**config.mk**
```make
export PLATFORM = sky130hd
export DESIGN_NAME = acc_result_tx_flat
export DESIGN_NICKNAME = d
export VERILOG_FILES = /design/src/rtl/acc_result_tx_pkg.sv /design/src/rtl/acc_result_tx_if.sv /design/src/rtl/acc_baud_gen.sv /design/src/rtl/acc_result_tx.sv /design/src/flat_wrapper.sv
export SDC_FILE = /design/constraint.sdc
export NUM_CORES = 1
export LEC_CHECK = 0
export CAP_MARGIN = 25
export CORE_UTILIZATION = 50
export DETAILED_ROUTE_END_ITERATION = 8
export PLACE_DENSITY = 0.7
export SYNTH_ARGS = -nofsm -noshare
export SYNTH_HDL_FRONTEND = slang
export SYNTH_SLANG_ARGS = --single-unit
```
**constraint.sdc**
```tcl
create_clock -name clk -period 6.7 [get_ports clk]
set_input_delay 0.67 -clock clk [delete_from_list [all_inputs] [get_ports clk]]
set_output_delay 0.67 -clock clk [all_outputs]
set_load 0.01 [all_outputs]
```
**src/rtl/acc_result_tx_pkg.sv**
```systemverilog
// Shared definitions for the accumulator result UART transmitter: FSM states,
// line levels and default timing.
package acc_result_tx_pkg;

  typedef enum logic [2:0] {
    ST_IDLE  = 3'd0,
    ST_START = 3'd1,
    ST_DATA  = 3'd2,
    ST_STOP  = 3'd3,
    ST_DONE  = 3'd4
  } tx_state_t;

  localparam logic UART_IDLE_LVL  = 1'b1;
  localparam logic UART_START_LVL = 1'b0;
  localparam logic UART_STOP_LVL  = 1'b1;

  localparam int DEF_DATA_W       = 16;
  localparam int DEF_CLKS_PER_BIT = 5208;

  // Index width for a counter over n items, never narrower than one bit.
  function automatic int idx_w(input int n);
    return (n > 1) ? $clog2(n) : 1;
  endfunction

endpackage

```
**src/rtl/acc_result_tx_if.sv**
```systemverilog
// Control-unit / accumulator side bus of the result transmitter plus the TX pin.
// The master drives the request and data; the slave (transmitter) drives line and status.
interface acc_result_tx_if
  import acc_result_tx_pkg::*;
#(
  parameter int DATA_W = DEF_DATA_W
) ();

  logic [DATA_W-1:0] Entrada;
  logic              Inicio;
  logic              Tx;
  logic              Ocupado;
  logic              Listo;

  modport master (
    output Entrada,
    output Inicio,
    input  Tx,
    input  Ocupado,
    input  Listo
  );

  modport slave (
    input  Entrada,
    input  Inicio,
    output Tx,
    output Ocupado,
    output Listo
  );

endinterface

```
**src/rtl/acc_baud_gen.sv**
```systemverilog
// Bit-period timer: counts 0..CLKS_PER_BIT-1 and flags the last cycle of each bit.
// bit_end is high during the final cycle of a bit; clr forces the count back to 0.
module acc_baud_gen
  import acc_result_tx_pkg::*;
#(
  parameter int CLKS_PER_BIT = DEF_CLKS_PER_BIT
) (
  input  logic clk,
  input  logic reset,
  input  logic clr,
  output logic bit_end
);

  localparam int               CNT_W   = $clog2(CLKS_PER_BIT);
  localparam logic [CNT_W-1:0] CNT_MAX = CNT_W'(CLKS_PER_BIT - 1);

  logic [CNT_W-1:0] cnt_q;
  logic [CNT_W-1:0] cnt_d;

  always_comb begin
    bit_end = (cnt_q == CNT_MAX);
    cnt_d   = cnt_q + CNT_W'(1);
    if (clr || bit_end) begin
      cnt_d = '0;
    end
  end

  always_ff @(posedge clk) begin
    if (reset) begin
      cnt_q <= '0;
    end else begin
      cnt_q <= cnt_d;
    end
  end

endmodule

```
**src/rtl/acc_result_tx.sv**
```systemverilog
// Snapshots the accumulator on Inicio and sends it as 8N1 UART bytes, MSB byte first.
// Acceptance to Listo takes NBYTES*10*CLKS_PER_BIT cycles; Inicio is ignored while busy.
module acc_result_tx
  import acc_result_tx_pkg::*;
#(
  parameter int DATA_W       = DEF_DATA_W,
  parameter int CLKS_PER_BIT = DEF_CLKS_PER_BIT
) (
  input  logic           clk,
  input  logic           reset,
  acc_result_tx_if.slave bus
);

  localparam int NBYTES = DATA_W / 8;
  localparam int BYTE_W = idx_w(NBYTES);

  tx_state_t         state_q,    state_d;
  logic [2:0]        bit_idx_q,  bit_idx_d;
  logic [BYTE_W-1:0] byte_idx_q, byte_idx_d;
  logic [DATA_W-1:0] shadow_q,   shadow_d;
  logic              tx_q,       tx_d;
  logic              ocupado_q,  ocupado_d;
  logic              listo_q,    listo_d;

  logic       bit_end;
  logic       baud_clr;
  logic [7:0] cur_byte;

  acc_baud_gen #(
    .CLKS_PER_BIT (CLKS_PER_BIT)
  ) u_baud (
    .clk     (clk),
    .reset   (reset),
    .clr     (baud_clr),
    .bit_end (bit_end)
  );

  always_comb begin
    state_d    = state_q;
    bit_idx_d  = bit_idx_q;
    byte_idx_d = byte_idx_q;
    shadow_d   = shadow_q;

    case (state_q)
      ST_IDLE: begin
        if (bus.Inicio) begin
          state_d    = ST_START;
          shadow_d   = bus.Entrada;
          byte_idx_d = BYTE_W'(NBYTES - 1);
          bit_idx_d  = '0;
        end
      end
      ST_START: begin
        if (bit_end) begin
          state_d   = ST_DATA;
          bit_idx_d = '0;
        end
      end
      ST_DATA: begin
        if (bit_end) begin
          if (bit_idx_q == 3'd7) begin
            state_d = ST_STOP;
          end else begin
            bit_idx_d = bit_idx_q + 3'd1;
          end
        end
      end
      ST_STOP: begin
        // Bytes go out from the top of the shadow register downwards.
        if (bit_end) begin
          if (byte_idx_q != '0) begin
            state_d    = ST_START;
            byte_idx_d = byte_idx_q - BYTE_W'(1);
          end else begin
            state_d = ST_DONE;
          end
        end
      end
      ST_DONE: state_d = ST_IDLE;
      default: state_d = ST_IDLE;
    endcase

    cur_byte = '0;
    for (int b = 0; b < NBYTES; b++) begin
      if (byte_idx_d == BYTE_W'(b)) begin
        cur_byte = shadow_d[b*8 +: 8];
      end
    end

    // Outputs are derived from the next state so they change on the entry edge.
    case (state_d)
      ST_START: tx_d = UART_START_LVL;
      ST_DATA:  tx_d = cur_byte[bit_idx_d];
      ST_STOP:  tx_d = UART_STOP_LVL;
      default:  tx_d = UART_IDLE_LVL;
    endcase
    ocupado_d = (state_d == ST_START) || (state_d == ST_DATA) || (state_d == ST_STOP);
    listo_d   = (state_d == ST_DONE);

    baud_clr = (state_d != state_q) || (state_q == ST_IDLE);
  end

  always_ff @(posedge clk) begin
    if (reset) begin
      state_q    <= ST_IDLE;
      bit_idx_q  <= '0;
      byte_idx_q <= '0;
      shadow_q   <= '0;
      tx_q       <= UART_IDLE_LVL;
      ocupado_q  <= 1'b0;
      listo_q    <= 1'b0;
    end else begin
      state_q    <= state_d;
      bit_idx_q  <= bit_idx_d;
      byte_idx_q <= byte_idx_d;
      shadow_q   <= shadow_d;
      tx_q       <= tx_d;
      ocupado_q  <= ocupado_d;
      listo_q    <= listo_d;
    end
  end

  assign bus.Tx      = tx_q;
  assign bus.Ocupado = ocupado_q;
  assign bus.Listo   = listo_q;

endmodule

```
**src/flat_wrapper.sv**
```systemverilog
// flat-port wrapper written by rule: the top's interface ports become plain ports
module acc_result_tx_flat import acc_result_tx_pkg::*;
#(
  parameter int DATA_W       = DEF_DATA_W,
  parameter int CLKS_PER_BIT = DEF_CLKS_PER_BIT
)
  (clk, reset, bus_Entrada, bus_Inicio, bus_Tx, bus_Ocupado, bus_Listo);
  acc_result_tx_if #(.DATA_W(DATA_W)) bus_i ();
  input  logic clk;
  input  logic reset;
  input wire logic [$bits(bus_i.Entrada)-1:0] bus_Entrada;
  input wire logic [$bits(bus_i.Inicio)-1:0] bus_Inicio;
  output wire logic [$bits(bus_i.Tx)-1:0] bus_Tx;
  output wire logic [$bits(bus_i.Ocupado)-1:0] bus_Ocupado;
  output wire logic [$bits(bus_i.Listo)-1:0] bus_Listo;
  assign bus_i.Entrada = bus_Entrada;
  assign bus_i.Inicio = bus_Inicio;
  assign bus_Tx = bus_i.Tx;
  assign bus_Ocupado = bus_i.Ocupado;
  assign bus_Listo = bus_i.Listo;
  acc_result_tx #(.DATA_W(DATA_W), .CLKS_PER_BIT(CLKS_PER_BIT)) u_core (.clk(clk), .reset(reset), .bus(bus_i));
endmodule
```
==> results.txt, run 1 <==
CTS tree = done
Synth Area per Inst = 8.16 µm²
WL/cell = 13.8 µm
crit end category = flop
FMAX = 370 MHz
Post-synth EDFFs = 0
first-pass GRT wire length = 7.28 mm
row cnt = 22
final core utilization = 0.610
Final TNS setup = 0 ns
warnings from Yosys = 0
number of antenna violations at the first check in global routing = 0
DIE AREA = 4070 µm²
Via density = 5.61
min-delay worst type = reg -> reg
Unique masters post-synth = 54
length of the first detailed-routing pass in iterations = 4
DRC Markers = 0
switching share of power = 0.233
Die H = 63.8 µm
WP data required = 6.88 ns
fin. max-slew vios = 0
Total Routing Usage GR = 0.231
NetSw = 0.109 mW
total number of vias = 1672
Leak Pwr = 0.830 nW
clock sink count = 39
pin count of the biggest net entering global routing = 26
combinational group share of total power = 0.104
fill count = 338
crit path max fanout = 19
clock root cell = clkbuf_8
Setup CP Type = in -> reg
Power Density = 210 nW/µm²
Hold-fix buffers, CTS = 0
sequential group share of total power = 0.528
Syn-to-layout area delta = 17.0%
CTS resizes = 0
setup bufs post-CTS = 0
post-synthesis sequential area ratio = 0.409
max_cap viols = 0
NumNets Final = 270
most common cell after layout, fill and taps aside = dfxtp_1
GRT Residual Overflow = 0
final weighted congestion in routability-driven placement = 0.831
VDD IR max = 0.118 mV
Rel. slew slack = 0.385
period utilisation layout = 0.403
Final Hold Viols = 0
Antenna diodes = 0
FF+latch count, synth = 39
H-tree depth = 2
Cells after Synth = 234
total power draw = 0.469 mW
Clk network pwr share = 0.368
min Tclk post-route = 2.70 ns
vias in the first global route = 1640
Total Routed Length = 4.10 mm
RSZ-0062 raised after global routing = false
skew final = 0.00887 ns
Setup WS pre-CTS = 3.69 ns
placed instance area = 2130 µm²
Slew @ Worst Pin = 0.920 ns
top_reg_cell synth = dfxtp_1
CTS max path bufs = 2
clock-pin slew of the registers on the worst-case setup and hold paths = 0.07 ns
syn_nets = 255
internal power = 0.359 mW
Boundary Pins = 22
asr flop ratio synth = 0
Core Area = 3660 µm²
post-route cell area = 2230 µm²
number of port buffers = 21
share of post-route cells with drive strength above 1 = 0.0560
final cell count without fillers = 298
final hold slack = 0.460 ns
drt first-iter violations = 152
Final setup violation count = 0
die width = 63.8 µm
Num CTS Buffers = 5
Detail Route Antenna Nets = 0
worst setup slack after layout = 4.00 ns
status = complete, no violations
Cells after DPL = 289
CP Data Arrival Time = 2.88 ns
mapped cell area = 1910 µm²
startpoint class of the critical path = primary input
initial core utilization = 0.522
Skew-Pair Late Insertion Delay = 0.29 ns
commonest cells after routing, fill and taps aside = dfxtp_1, nand2_1, nor2_1
post-DP HPWL = 2.94 mm
[logic make-up (layout without fill, tap and decap cells)]
group | Yosys count | after routing | synth area share
multiplexers | 7 | 7 | 0.0373
AO/OA/AOI/OAI | 45 | 45 | 0.164
XOR/XNOR | 11 | 11 | 0.0504
adder cells (fa/ha/maj) | 2 | 2 | 0.0131
flip-flops | 39 | 39 | 0.409
buffers and inverters | 18 | 34 | 0.0399
AND/OR/NAND/NOR | 112 | 112 | 0.286
[path summary, 6_finish.rpt]
check | startpoint | endpoint | slack [ns] | cells past startpoint
min reg2reg | u_core.shadow_q[1]$_SDFF_PP0_ | u_core.shadow_q[1]$_SDFF_PP0_ | 0.46 | 2
max reg2reg | u_core.u_baud.cnt_q[0]$_SDFF_PP0_ | u_core.bus.Tx$_SDFF_PP1_ | 4.10 | 8
min | u_core.shadow_q[1]$_SDFF_PP0_ | u_core.shadow_q[1]$_SDFF_PP0_ | 0.46 | 2
max | bus_Inicio | u_core.bus.Tx$_SDFF_PP1_ | 4.00 | 8
[sequential cells by signal, indices dropped and copies added (netlist names)]
signal	flops
u_core.bus.Tx	1
u_core.bus.Ocupado	1
u_core.shadow_q	16
u_core.bit_idx_q	3
u_core.u_baud.cnt_q	13
u_core.bus.Listo	1
u_core.byte_idx_q	1
u_core.state_q	3
[power groups by stage]
stage | clock network [mW] | logic, mW | registers, mW
3_5_place_dp | 0 | 0.0489 | 0.253
5_1_grt | 0.189 | 0.0557 | 0.249
6_report | 0.173 | 0.0487 | 0.247
3_3_place_gp | 0 | 0.0484 | 0.253
2_1_floorplan | 0 | 0.0320 | 0.250
4_1_cts | 0.178 | 0.0492 | 0.247
[cells in the mapped netlist (2+ instances only)]
library cell  number  area share
nor3_1             7       0.018
nand3b_1           2      0.0079
xnor2_1            4       0.018
clkbuf_1           9       0.018
nand2_1           38       0.075
o21bai_1           2      0.0079
inv_1              3      0.0059
mux2i_1            6       0.031
a211oi_1           2      0.0079
buf_2              4       0.010
o21a_1             2      0.0079
nand3_1            9       0.024
a21oi_1           14       0.037
and3_1             3      0.0098
nor2_1            33       0.065
nor3b_1            2      0.0079
nand4_1            4       0.013
xor2_1             7       0.032
nor2b_1            3      0.0098
dfxtp_1           39        0.41
ha_1               2       0.013
o21ai_0            5       0.013
a31oi_1            3      0.0098
[per-layer routing]
layer  routed length [µm]  part of all wire  GRT usage  vias up
met5                    0                 0          0        -
met1                 1920              0.47      0.287      778
li1                     -                 -          -      853
met3                  173             0.042     0.0625        8
met4                   46             0.011     0.0966        0
met2                 1960              0.48      0.375       33
[critical path, cell delays in order]
cell             delay [ns]
clkdlybuf4s50_1        0.51
or4b_2                 0.82
nor2_1                 0.20
a31oi_1                0.05
o21ai_0                0.10
mux2i_1                0.10
a211o_1                0.25
o21a_1                 0.17
[area by class of cell]
class / instances / area, µm² / area share
Multi-Input combinational cell: 177 / 1060 / 0.474
Inverter: 3 / 11.3 / 0.00504
Tap cell: 48 / 60.1 / 0.0269
Clock buffer: 8 / 100 / 0.0448
Timing Repair Buffer: 23 / 223 / 0.0997
Sequential cell: 39 / 781 / 0.349
Note: power is estimated with default switching activity, not from simulation.
==> run 2, diff against run 1 <==
--- a/config.mk
+++ b/config.mk
@@ -8,7 +8,7 @@
 export CAP_MARGIN = 25
 export CORE_UTILIZATION = 50
 export DETAILED_ROUTE_END_ITERATION = 8
-export PLACE_DENSITY = 0.7
+export PLACE_DENSITY = 0.73
 export SYNTH_ARGS = -nofsm -noshare
 export SYNTH_HDL_FRONTEND = slang
 export SYNTH_SLANG_ARGS = --single-unit
==> constraint.sdc (replaced) <==
create_clock -name clk -period 2.3 [get_ports clk]
set_input_delay 0.23 -clock clk [delete_from_list [all_inputs] [get_ports clk]]
set_output_delay 0.23 -clock clk [all_outputs]
set_load 0.01 [all_outputs]
==> run 2 against run 1 <==
Against the previous run: combinational power rose to 3.6 times the previous value; via count increased by 7.7%; power increased to 2.8 times the previous value; count of clock-buffer cells in the layout down 1; clock power grew to 2.6 times the previous value; critical path depth is 1 lower; final area up 11%; sequential share of layout area shrank 3.4 points; global-route usage rose by 0.77 points; largest cell class unchanged.
==> results.txt, run 2 (synthesized netlist as in run 1, its figures left out) <==
Boundary Pins = 22 (unchanged)
Die H = 63.8 µm (unchanged)
H-tree depth = 2 (unchanged)
post-route cell area = 2480 µm² (+11%)
length of the first detailed-routing pass in iterations = 4 (unchanged)
Total Routing Usage GR = 0.239 (+0.00772)
period utilisation layout = 0.999
share of post-route cells with drive strength above 1 = 0.181 (+0.125)
DIE AREA = 4070 µm² (unchanged)
Rel. slew slack = 0.686 (+0.301)
WL/cell = 13.1 µm (-4.7%)
Setup CP Type = reg -> reg
Hold-fix buffers, CTS = 0 (unchanged)
GRT Residual Overflow = 0 (unchanged)
min Tclk post-route = 2.30 ns
Syn-to-layout area delta = 29.6%
CTS tree = done
DRC Markers = 0 (unchanged)
initial core utilization = 0.522 (unchanged)
Skew-Pair Late Insertion Delay = 0.29 ns (about the same)
post-DP HPWL = 3.10 mm (+5.5%)
total number of vias = 1801 (+7.7%)
status = complete, no violations
FMAX = 435 MHz
min-delay worst type = reg -> reg
crit path max fanout = 8 (-11)
row cnt = 22 (unchanged)
clock-pin slew of the registers on the worst-case setup and hold paths = 0.07 ns (about the same)
Final setup violation count = 0 (unchanged)
skew final = 0.00337 ns (-0.00550 ns)
VDD IR max = 0.382 mV (+220%)
final weighted congestion in routability-driven placement = 0.899 (+8.1%)
first-pass GRT wire length = 7.40 mm (+1.7%)
Total Routed Length = 4.26 mm (+4.0%)
CP Data Arrival Time = 2.48 ns (-0.40 ns)
CP max-delay cell = nor4b_4
pin count of the biggest net entering global routing = 22 (-15%)
Final Hold Viols = 0 (unchanged)
Via density = 5.54 (-1.2%)
clock sink count = 39 (unchanged)
commonest cells after routing, fill and taps aside = nand2_1, dfxtp_1, nor2_1
Num CTS Buffers = 5 (unchanged)
Final TNS setup = 0 ns (unchanged)
Leak Pwr = 0.966 nW (+16%)
fill count = 300 (-11%)
drt first-iter violations = 102 (-33%)
max_cap viols = 0 (unchanged)
number of antenna violations at the first check in global routing = 0 (unchanged)
crit end category = flop
clock root cell = clkbuf_8
number of port buffers = 21 (unchanged)
Detail Route Antenna Nets = 0 (unchanged)
die width = 63.8 µm (unchanged)
Core Area = 3660 µm² (unchanged)
vias in the first global route = 1702 (+3.8%)
worst-path cell chain = nor4b_4, a41o_1, mux2_4, nor4_4, a2111oi_2, a211o_1, o21a_1
placed instance area = 2320 µm² (+9.2%)
Antenna diodes = 0 (unchanged)
fin. max-slew vios = 0 (unchanged)
WP data required = 2.49 ns (-4.39 ns)
NumNets Final = 297 (+10%)
Slew @ Worst Pin = 0.469 ns (-0.451 ns)
CP max stage delay = 0.48 ns (-0.34 ns)
CTS max path bufs = 2 (unchanged)
leading registers by flop count = u_core.shadow_q: 16 flops, u_core.u_baud.cnt_q: 13 flops
Power Density = 538 nW/µm² (+160%)
max FFs per register = 16 (unchanged)
RSZ-0062 raised after global routing = true
Reg with most FFs = u_core.shadow_q
startpoint class of the critical path = flop
## run 2: area by class of cell
class | instances | area [µm²] | share of cell area
clock buffer | 7 | 76.3 | 0.0308
clock inverter | 1 | 5.00 | 0.00202
inverter | 3 | 11.3 | 0.00455
multi-input combinational | 177 | 1110 | 0.450
sequential | 39 | 782 | 0.316
tap | 48 | 60.1 | 0.0243
timing repair buffer | 50 | 428 | 0.173
## run 2: final timing paths
kind,startpoint,end,slack [ns],cells past startpoint
setup / recovery,u_core.u_baud.cnt_q[9]$_SDFF_PP0_,u_core.bus.Tx$_SDFF_PP1_,0.003,7
hold / removal,u_core.shadow_q[1]$_SDFF_PP0_,u_core.shadow_q[1]$_SDFF_PP0_,0.45,2
setup reg to reg,u_core.u_baud.cnt_q[9]$_SDFF_PP0_,u_core.bus.Tx$_SDFF_PP1_,0.003,7
hold reg to reg,u_core.shadow_q[1]$_SDFF_PP0_,u_core.shadow_q[1]$_SDFF_PP0_,0.45,2
## run 2: power by group
group / switching [mW] / total [mW] / internal, mW
Clock: 0.230 / 0.442 / 0.213
Sequential: 0.0156 / 0.717 / 0.702
Combinational: 0.0813 / 0.173 / 0.0913
## run 2: worst max-delay path: cells and delay by family, from the launching register on
kind	cells	cell delay [ns]
flops	1	0.34
simple gates	2	0.76
mux	1	0.32
compound gates	4	0.76
## run 2: metal layers
layer  GRT usage  share of wire  vias to the layer above
met3      0.0696          0.062                        7
met1       0.291           0.45                      829
li1            -              -                      906
met5           0              0                        -
met4       0.114          0.018                        0
met2       0.383           0.47                       59
## run 2: per-stage QoR
stage | setup WS (ns) | utilization | instances | power, mW | hold slack (ns)
2_1_floorplan | 0.0114 | - | 234 | 0.821 | 0.366
5_1_grt | -0.108 | 0.676 | 325 | 1.40 | 0.482
6_report | 0.00334 | 0.676 | 325 | 1.33 | 0.454
3_3_place_gp | 0.0230 | 0.635 | 315 | 0.896 | 0.446
3_5_place_dp | 0.0117 | 0.635 | 315 | 0.897 | 0.447
4_1_cts | 0.0141 | 0.657 | 323 | 1.34 | 0.458
## run 2: what timing repair did
| action | in CTS | in global routing |
|---|---|---|
| setup buffers | 0 | 2 |
| setup endpoints to repair | 1 | 1 |
| endpoints found under the hold margin | 0 | 0 |
| pin swaps | 0 | 13 |
| gates resized for setup | 1 | 14 |
==> run 3, diff against run 2 <==
--- a/config.mk
+++ b/config.mk
@@ -6,6 +6,7 @@
 export NUM_CORES = 1
 export LEC_CHECK = 0
 export CAP_MARGIN = 25
+export CORE_ASPECT_RATIO = 0.75
 export CORE_UTILIZATION = 50
 export DETAILED_ROUTE_END_ITERATION = 8
 export PLACE_DENSITY = 0.73
==> run 3 against run 2 <==
Against the previous run: utilization up 1.1 points; non-clock buffer count up 4; global-route usage up 0.84 points; power up 0.15%; via count up 1.1%; sequential power about the same; die area about the same; wire length up 10%; register-to-register slack better by 0.08 ns; largest cell class unchanged; largest power group unchanged.
==> results.txt, run 3 (synthesized netlist as in run 1, its figures left out) <==
status = complete, no violations
first-pass GRT wire length = 7.58 mm (+2.4%)
max FFs per register = 16 (unchanged)
Antenna diodes = 0 (unchanged)
VDD IR max = 0.373 mV (-2.5%)
number of antenna violations at the first check in global routing = 0 (unchanged)
crit end category = flop
Worst Path Buf+Inv = 0 (unchanged)
Die H = 55.5 µm (-13%)
clock-pin slew of the registers on the worst-case setup and hold paths = 0.08 ns (about the same)
Num CTS Buffers = 5 (unchanged)
Final Hold Viols = 0 (unchanged)
Hold-fix buffers, CTS = 0 (unchanged)
critical path depth = 8 (+1)
hold depth = 2 (unchanged)
post-DP HPWL = 3.34 mm (+7.6%)
length of the first detailed-routing pass in iterations = 4 (unchanged)
Reg with most FFs = u_core.shadow_q
vias in the first global route = 1604 (-5.8%)
Total Routing Usage GR = 0.247 (+0.00842)
fill count = 313 (+4.3%)
Worst R2R Start = u_core.u_baud.cnt_q[0]$_SDFF_PP0_
Worst path top cell family by delay = compound AO/OA/AOI/OAI gates
pin count of the biggest net entering global routing = 22 (unchanged)
share of post-route cells with drive strength above 1 = 0.203 (+0.0223)
startpoint class of the critical path = flop
drt first-iter violations = 140 (+37%)
row cnt = 19 (-14%)
Boundary Pins = 22 (unchanged)
CTS tree = done
Worst Setup EP = u_core.bus.Tx$_SDFF_PP1_
Total Routed Length = 4.69 mm (+10%)
min-delay worst type = reg -> reg
CP max stage delay = 0.34 ns (-0.14 ns)
CP max-delay cell = dfxtp_2
number of port buffers = 21 (unchanged)
Multi-input gate area = 1110 µm² (unchanged)
max_cap viols = 0 (unchanged)
Setup CP Type = reg -> reg
final weighted congestion in routability-driven placement = 0.898 (about the same)
clock root cell = clkbuf_8
Leak Pwr = 0.983 nW (+1.8%)
crit path max fanout = 8 (unchanged)
Skew-Pair Late Insertion Delay = 0.29 ns (about the same)
clock sink count = 39 (unchanged)
commonest cells after routing, fill and taps aside = nand2_1, dfxtp_1, nor2_1, buf_4, clkdlybuf4s50_1
skew final = 0.00779 ns (+0.00442 ns)
CTS max path bufs = 2 (unchanged)
NumNets Final = 301 (+1.3%)
Detail Route Antenna Nets = 0 (unchanged)
Setup WS pre-CTS = -0.0600 ns (-0.0717 ns)
FMAX = 451 MHz (+3.5%)
CP Launch Point = u_core.u_baud.cnt_q[0]$_SDFF_PP0_
Final setup violation count = 0 (unchanged)
H-tree depth = 2 (unchanged)
reg2reg end = u_core.bus.Tx$_SDFF_PP1_
worst-path cell chain = ha_2, and4b_2, nand4_1, o21a_1, and3_1, o2111a_1, a211o_1, o21a_1
WP data required = 2.49 ns (about the same)
Slew @ Worst Pin = 0.453 ns (-0.0166 ns)
r2r setup slk = 0.08 ns (+0.08 ns)
die width = 73.4 µm (+15%)
Power Density = 530 nW/µm² (-1.5%)
leading registers by flop count = u_core.shadow_q: 16 flops, u_core.u_baud.cnt_q: 13 flops
period utilisation layout = 0.965 (-0.0340)
most common cell after layout, fill and taps aside = nand2_1
GRT Residual Overflow = 0 (unchanged)
R2R cell count = 8 (+1)
fin. max-slew vios = 0 (unchanged)
Seq. cell area = 788 µm² (+0.80%)
Via density = 5.47 (-1.3%)
DIE AREA = 4080 µm² (about the same)
DRC Markers = 0 (unchanged)
crit-path most repeated cell = o21a_1
Syn-to-layout area delta = 31.8%
CP Data Arrival Time = 2.41 ns (-0.07 ns)
total number of vias = 1821 (+1.1%)
Rel. slew slack = 0.698 (+0.0124)
final hold slack = 0.463 ns (+0.00857 ns)
min Tclk post-route = 2.22 ns (-0.0781 ns)
worst setup slack after layout = 0.0815 ns (+0.0781 ns)
WL/cell = 14.1 µm (+7.5%)
initial core utilization = 0.522 (unchanged)
Core Area = 3660 µm² (unchanged)
-- run 3: power by group --
group	switching (mW)	internal, mW
logic	0.0853	0.0915
registers	0.0163	0.701
clock network	0.228	0.213
-- run 3: worst reg2reg max path: cells and delay by family, from the launching register on --
family                     cells  cell delay (ns)
AOI/OAI and AO/OA              4             0.89
and+or+nand+nor                3             0.70
DFF                            1             0.34
adders and majority gates      1             0.19
-- run 3: stage by stage --
| step | setup TNS, ns | power, mW | util | area (µm²) | cells |
|---|---|---|---|---|---|
| 3_3_place_gp | -0.0331 | 0.902 | 0.638 | 2340 | 320 |
| 4_1_cts | 0 | 1.34 | 0.661 | 2420 | 328 |
| 3_5_place_dp | -0.0600 | 0.904 | 0.638 | 2340 | 320 |
| 5_1_grt | -0.00838 | 1.40 | 0.688 | 2520 | 333 |
| 2_1_floorplan | 0 | 0.821 | - | 1910 | 234 |
| 6_report | 0 | 1.33 | 0.688 | 2520 | 333 |
-- run 3: worst min path at each step --
stage,from,endpoint
after floorplan,bus_Entrada[0],u_core.shadow_q[0]$_SDFF_PP0_
after global placement,u_core.shadow_q[1]$_SDFF_PP0_,u_core.shadow_q[1]$_SDFF_PP0_
after detailed placement,u_core.shadow_q[0]$_SDFF_PP0_,u_core.shadow_q[0]$_SDFF_PP0_
after CTS,u_core.shadow_q[0]$_SDFF_PP0_,u_core.shadow_q[0]$_SDFF_PP0_
after global routing,u_core.shadow_q[0]$_SDFF_PP0_,u_core.shadow_q[0]$_SDFF_PP0_
final,u_core.shadow_q[1]$_SDFF_PP0_,u_core.shadow_q[1]$_SDFF_PP0_
-- run 3: layout make-up --
cell class,instances,area share
multi-input cells,177,0.442
flip-flops and latches,39,0.313
repair buffers,54,0.182
clock buffers,7,0.0303
well taps,52,0.0258
inverters,3,0.00447
clock inverters,1,0.00199
-- run 3: timing repair --
action,in CTS,in global routing
setup endpoints to repair,0,1
resized for setup,0,19
setup buffers,0,5
-- run 3: per-layer routing --
| layer | global-route usage | wire [µm] |
|---|---|---|
| met1 | 0.390 | 2370 |
| met2 | 0.315 | 2060 |
| met3 | 0.0693 | 220 |
| met4 | 0.0824 | 51 |
| met5 | 0 | 0 |
